--- config.mk ---
export PLATFORM = sky130hd
export DESIGN_NAME = contador_prog
export DESIGN_NICKNAME = d
export VERILOG_FILES = /design/src/rtl/contador_pkg.sv /design/src/rtl/contador_presc.sv /design/src/rtl/contador_prog.sv
export SDC_FILE = /design/constraint.sdc
export NUM_CORES = 1
export LEC_CHECK = 0
export CAP_MARGIN = 0
export CORE_ASPECT_RATIO = 0.5
export CORE_UTILIZATION = 35
export DETAILED_ROUTE_END_ITERATION = 10
export PLACE_DENSITY = 0.57
export REMOVE_ABC_BUFFERS = 1
export SLEW_MARGIN = 20
export SYNTH_ARGS = -nofsm -noshare
export SYNTH_HDL_FRONTEND = slang
export SYNTH_HIERARCHICAL = 1
export SYNTH_SLANG_ARGS = --single-unit
--- constraint.sdc ---
create_clock -name clk -period 5.2 [get_ports clk]
set_input_delay 0.78 -clock clk [delete_from_list [all_inputs] [get_ports clk]]
set_output_delay 0.78 -clock clk [all_outputs]
set_load 0.02 [all_outputs]
--- src/rtl/contador_pkg.sv ---
// ---------------------------------------------------------------------------
// contador_pkg
// Shared constants and helpers for the programmable counter family.
//   DEFAULT_WIDTH   : default counter width in bits
//   DEFAULT_PRESC_W : default prescaler ratio width in bits
//   defaultMaxVal() : all-ones terminal value for a given counter width
// Optional feature macro used by the family: CONTADOR_PRESC_EN
// ---------------------------------------------------------------------------
package contador_pkg;

    localparam int DEFAULT_WIDTH   = 32;
    localparam int DEFAULT_PRESC_W = 8;

    // Largest value representable in w bits. The result is computed in 64 bits
    // so that w = 32 does not overflow.
    function automatic logic [63:0] defaultMaxVal(input int unsigned w);
        return (64'd1 << w) - 64'd1;
    endfunction

endpackage : contador_pkg

--- src/rtl/contador_presc.sv ---
// ---------------------------------------------------------------------------
// contador_presc
// Runtime-programmable rate divider for contador_prog. It counts enabled clock
// cycles from 0 up to presc, and asserts tick on the cycle whose count equals
// presc. On that cycle the count returns to 0, so the spacing between ticks is
// presc+1 enabled cycles.
// Ports:
//   clk     in  rising-edge clock
//   reset_n in  asynchronous active-low reset
//   clr     in  synchronous restart of the divider (driven by clear or load)
//   en      in  count enable; the divider holds its count while low
//   presc   in  ratio minus one
//   tick    out high on the cycle the count matches presc
// Only instantiated when CONTADOR_PRESC_EN is defined.
// ---------------------------------------------------------------------------
module contador_presc
    import contador_pkg::*;
#(
    parameter int PRESC_W = DEFAULT_PRESC_W
) (
    input  logic               clk,
    input  logic               reset_n,
    input  logic               clr,
    input  logic               en,
    input  logic [PRESC_W-1:0] presc,
    output logic               tick
);

    localparam logic [PRESC_W-1:0] PrescZero = '0;
    localparam logic [PRESC_W-1:0] PrescOne  = {{(PRESC_W-1){1'b0}}, 1'b1};

    logic [PRESC_W-1:0] presc_q;
    logic [PRESC_W-1:0] presc_d;
    logic               match;

    // The compare is exact equality, so a count already above a newly written
    // ratio keeps incrementing and wraps naturally before it can match again.
    assign match = (presc_q == presc);
    assign tick  = match;

    // Next-state: restart on clear, otherwise advance only on enabled cycles.
    always_comb begin
        presc_d = presc_q;
        if (clr) begin
            presc_d = PrescZero;
        end else if (en) begin
            if (match) begin
                presc_d = PrescZero;
            end else begin
                presc_d = presc_q + PrescOne;
            end
        end
    end

    // Divider count register.
    always_ff @(posedge clk or negedge reset_n) begin
        if (!reset_n) begin
            presc_q <= PrescZero;
        end else begin
            presc_q <= presc_d;
        end
    end

endmodule : contador_presc

--- src/rtl/contador_prog.sv ---
// ---------------------------------------------------------------------------
// contador_prog
// Parametrised registered up/down counter with synchronous clear, parallel
// load (clamped to the terminal value), programmable terminal value MAX_VAL
// and a one-cycle terminal-count pulse on every wrap.
// Parameters:
//   WIDTH   counter width (2..32)
//   MAX_VAL terminal value; the count runs 0..MAX_VAL and wraps
//   PRESC_W prescaler ratio width (meaningful with CONTADOR_PRESC_EN)
// Ports:
//   clk     in  rising-edge clock
//   reset_n in  asynchronous active-low reset
//   clr     in  synchronous clear (highest priority)
//   load    in  synchronous load of din (clamped to MAX_VAL)
//   din     in  load value
//   en      in  count enable
//   up      in  1 = increment, 0 = decrement
//   presc   in  prescaler ratio minus one (only with CONTADOR_PRESC_EN)
//   y       out registered count
//   tc      out registered terminal-count pulse, coincident with the wrap
// Optional feature macro: CONTADOR_PRESC_EN adds the presc port and a
// prescaler; without it the counter steps on every enabled cycle.
// ---------------------------------------------------------------------------
module contador_prog
    import contador_pkg::*;
#(
    parameter int          WIDTH   = DEFAULT_WIDTH,
    parameter logic [63:0] MAX_VAL = defaultMaxVal(WIDTH),
    parameter int          PRESC_W = DEFAULT_PRESC_W
) (
    input  logic               clk,
    input  logic               reset_n,
    input  logic               clr,
    input  logic               load,
    input  logic [WIDTH-1:0]   din,
    input  logic               en,
    input  logic               up,
`ifdef CONTADOR_PRESC_EN
    input  logic [PRESC_W-1:0] presc,
`endif
    output logic [WIDTH-1:0]   y,
    output logic               tc
);

    // Reject configurations the datapath cannot represent.
    if (WIDTH < 2 || WIDTH > 32) begin : gBadWidth
        $error("contador_prog: WIDTH must be in 2..32");
    end
    if (MAX_VAL > defaultMaxVal(WIDTH)) begin : gBadMaxVal
        $error("contador_prog: MAX_VAL does not fit in WIDTH bits");
    end
    if (PRESC_W < 1) begin : gBadPrescW
        $error("contador_prog: PRESC_W must be at least 1");
    end

    localparam logic [WIDTH-1:0] MaxV  = MAX_VAL[WIDTH-1:0];
    localparam logic [WIDTH-1:0] Zero  = '0;
    localparam logic [WIDTH-1:0] One   = {{(WIDTH-1){1'b0}}, 1'b1};

    logic [WIDTH-1:0] count_q;
    logic [WIDTH-1:0] count_d;
    logic             tc_q;
    logic             tc_d;
    logic             tick;
    logic [WIDTH-1:0] clampedDin;

`ifdef CONTADOR_PRESC_EN
    // The prescaler restarts whenever the count is forced, so a clear or load
    // always begins a fresh full spacing before the next step.
    contador_presc #(
        .PRESC_W (PRESC_W)
    ) uPresc (
        .clk     (clk),
        .reset_n (reset_n),
        .clr     (clr | load),
        .en      (en),
        .presc   (presc),
        .tick    (tick)
    );
`else
    assign tick = 1'b1;
`endif

    // Values above the terminal value saturate instead of wrapping.
    assign clampedDin = (din > MaxV) ? MaxV : din;

    // Next-state: clear beats load beats count beats hold. The terminal pulse
    // is produced only by a counting wrap and drops on every other edge.
    always_comb begin
        count_d = count_q;
        tc_d    = 1'b0;
        if (clr) begin
            count_d = Zero;
        end else if (load) begin
            count_d = clampedDin;
        end else if (en && tick) begin
            if (up) begin
                if (count_q == MaxV) begin
                    count_d = Zero;
                    tc_d    = 1'b1;
                end else begin
                    count_d = count_q + One;
                end
            end else begin
                if (count_q == Zero) begin
                    count_d = MaxV;
                    tc_d    = 1'b1;
                end else begin
                    count_d = count_q - One;
                end
            end
        end
    end

    // Count and terminal-pulse registers; outputs come straight from here.
    always_ff @(posedge clk or negedge reset_n) begin
        if (!reset_n) begin
            count_q <= Zero;
            tc_q    <= 1'b0;
        end else begin
            count_q <= count_d;
            tc_q    <= tc_d;
        end
    end

    assign y  = count_q;
    assign tc = tc_q;

endmodule : contador_prog

==> summary.json <==
{
  "run_status": {
    "outcome": "completed"
  },
  "min_path": {
    "hold_class": "in2async"
  },
  "setup_path": {
    "critical_path_peak_fanout": 13,
    "setup_crit_start_kind": "flop",
    "r2r_path_start": "y[4]",
    "delay_of_the_slowest_critical_path_stage_ns": 0.70,
    "r2r-end": "y[27]",
    "reg2reg_depth": 6,
    "timing.critical_path.depth": 6,
    "crit_type": "reg2reg",
    "cp_data_arrival_time_ns": 3.41,
    "slowest_stage": "nor4_2",
    "worst_ep_required_time_ns": 5.38,
    "cp_top_family": "simple AND/OR/NAND/NOR gates",
    "worst_setup_path_end_kind": "flop",
    "worst-r2r-setup-slack_ns": 1.97,
    "worstPathCellList": "nor4_2, nand3_1, nor4b_2, xnor2_1, a221oi_1, a221o_1",
    "cp_num_buf_inv": 0
  },
  "yosys": {
    "synthArstFlopShare_pct": 100.0,
    "synth_common_cells": "43 x clkbuf_1, 37 x nand2_1, 33 x dfrtp_1, 32 x nor2_1, 23 x a21oi_1",
    "synth-edff-count": 0,
    "syn-cell-area_um2": 3482,
    "postSynth.topFlopCell": "dfrtp_1",
    "yosysMostFrequentCell": "clkbuf_1",
    "synth-seq-cells": 33,
    "netlist_instances": 456,
    "yosys.area.top_type": "dfrtp_1",
    "synthDistinctLibCells": 71,
    "synthTopCellsByArea": "dfrtp_1 24%, clkbuf_1 4.6%, xnor2_1 4.3%",
    "yosys_warnings": 6,
    "synth_seq_area_share_pct": 23.72,
    "mean_syn_cell_area_um2": 7.636,
    "yosys.area.top_type_share_pct": 23.72
  },
  "placed_design": {
    "buffers_added_on_ports": 70,
    "numPlacedInstances": 611,
    "hpwl_um": 9169,
    "dpl-instance-area_um2": 4131,
    "dp_slack_ns": 1.803,
    "weighted_congestion_reported_at_the_end_of_routability_driven_placement": 0.9740
  },
  "floorplanning": {
    "floorplan.core_area_um2": 9540,
    "num_io_pins": 71,
    "std_cell_rows": 25,
    "fp.dieArea_um2": 10380,
    "fp.dieH_um": 72.53,
    "die-width_um": 143.1,
    "starting_utilization_of_the_core_area_pct": 36.50
  },
  "timing": {
    "setup-tns-final_ns": 0,
    "final.min_clock_period_ns": 3.234,
    "finalMaxSlewViolations": 0,
    "report.final.hold_viol_count": 0,
    "setup_ws_ns": 1.966,
    "final.setup_skew_ns": 0.007864,
    "max_freq_mhz": 309.3,
    "final.hold.worst_slack_ns": 0.5865,
    "worst_pin_slew_ns": 0.8320,
    "final-setup-viol-count": 0,
    "rsz0062_at_grt": "false",
    "post-route-period-util_pct": 62.18,
    "max_slew_margin_pct": 44.53
  },
  "clock_tree": {
    "cts_repair_resize_count": 0,
    "postCtsHoldBufs": 0,
    "ctsRootBufferMaster": "clkbuf_16",
    "worst_skew_pair_later_pin_latency_ns": 0.29,
    "cts_htree_levels": 2,
    "cts_setup_buffers": 0,
    "clkSinkCount": 33,
    "cts_made_buffers": 5,
    "path_clk_slew_ns": 0.06,
    "cts-root-to-sink-buffers": 2,
    "cts_tree": "done"
  },
  "finish": {
    "ff_latch_area_um2": 825.8,
    "final_cells": 619,
    "finish.utilization_pct": 44.96,
    "drive_gt1_share_pct": 8.264,
    "n_fill_cell": 976,
    "antenna_cells_inserted": 0,
    "layout.cell_area.non_filler_um2": 4289,
    "area_delta_synth_final_pct": 23.18,
    "multiInputGateArea_um2": 2377,
    "finish.net_count": 524
  },
  "drt": {
    "uppermost_layer_routed": "met4",
    "wl_met3_um": 1428,
    "drt_first_iter_violations": 485,
    "route.final.wire_length_um": 12920,
    "wl_met2_um": 4990,
    "drc_errors": 0,
    "met1Wirelength_um": 6263,
    "drt-vias-per-instance": 6.197,
    "vias": 3836,
    "drtPass1Iterations": 5,
    "drtAntennaViolNets": 0,
    "detail_route.wl_per_cell_um": 20.86
  },
  "grt": {
    "grt_first_pass_wirelength_um": 20360,
    "grt_remaining_overflow": 0,
    "grt_pass1_vias": 3448,
    "grt_util_all_layers_pct": 26.20,
    "grt_max_degree": 34,
    "initial_antenna_violation_count": 0
  },
  "pwr": {
    "total_power_uw": 959.3,
    "power.density_cell_area_nw_per_um2": 223.7,
    "max-vdd-ir-drop_mv": 0.1180,
    "p_leak_nw": 1.534
  },
  "job": {
    "max_cap_violations": 0
  }
}
## report_power, final
part           internal, mW  switching, mW
combinational         0.131          0.167
sequential            0.274         0.0553
clock                 0.203          0.129
total                 0.608          0.351
## cell type report
cell class	instances	area share, %
Multi-Input combinational cell	360	55.43
Clock buffer	7	3.559
Inverter	9	0.7876
Sequential cell	33	19.25
Clock inverter	1	0.1167
Timing Repair Buffer	74	16.92
Tap cell	135	3.938
## kinds of logic (layout without fill, tap and decap cells)
group | Yosys count | count (layout) | share of synthesized area [%]
flip-flops | 33 | 33 | 23.72
multiplexers | 5 | 5 | 1.473
buffers and inverters | 63 | 91 | 8.084
adder cells (fa/ha/maj) | 3 | 3 | 1.078
AO/OA/AOI/OAI | 128 | 128 | 26.20
AND/OR/NAND/NOR | 195 | 195 | 32.16
XOR/XNOR | 29 | 29 | 7.294
## how the worst max path moves through the flow
stage	from	to	slack (ns)
detailed placement	load	y[27]	1.80
global placement	up	y[31]	1.87
floorplan	y[0]	y[13]	2.54
CTS	y[0]	y[8]	2.03
global route	y[0]	y[8]	1.82
finish	y[4]	y[27]	1.97
## routing by layer
| layer | up-vias | GRT usage (%) |
|---|---|---|
| li1 | 1782 | - |
| met1 | 1828 | 39.85 |
| met2 | 203 | 34.69 |
| met3 | 23 | 7.987 |
| met4 | 0 | 6.691 |
| met5 | - | 0 |
## flip-flops by register name, indices dropped and copies added, names as in the netlist
signal,flops
y,32
tc,1
## cell usage in the layout (no fill, tap or decap), types with 5 or more instances in the layout
master,count
and2_1,5
nor3_1,18
o21ai_0,19
o21ai_1,8
xor2_1,12
clkdlybuf4s50_1,69
a221o_1,7
xnor2_1,17
nor2_1,32
nor4_1,21
a21oi_1,23
nand2_1,37
a221oi_1,5
and4_1,6
nand3_1,21
clkbuf_16,5
and3_1,7
a31oi_1,5
inv_1,9
a22oi_1,11
dfrtp_1,33
nand4_1,9
or3_1,8
Power figures use the tool's default switching activity.
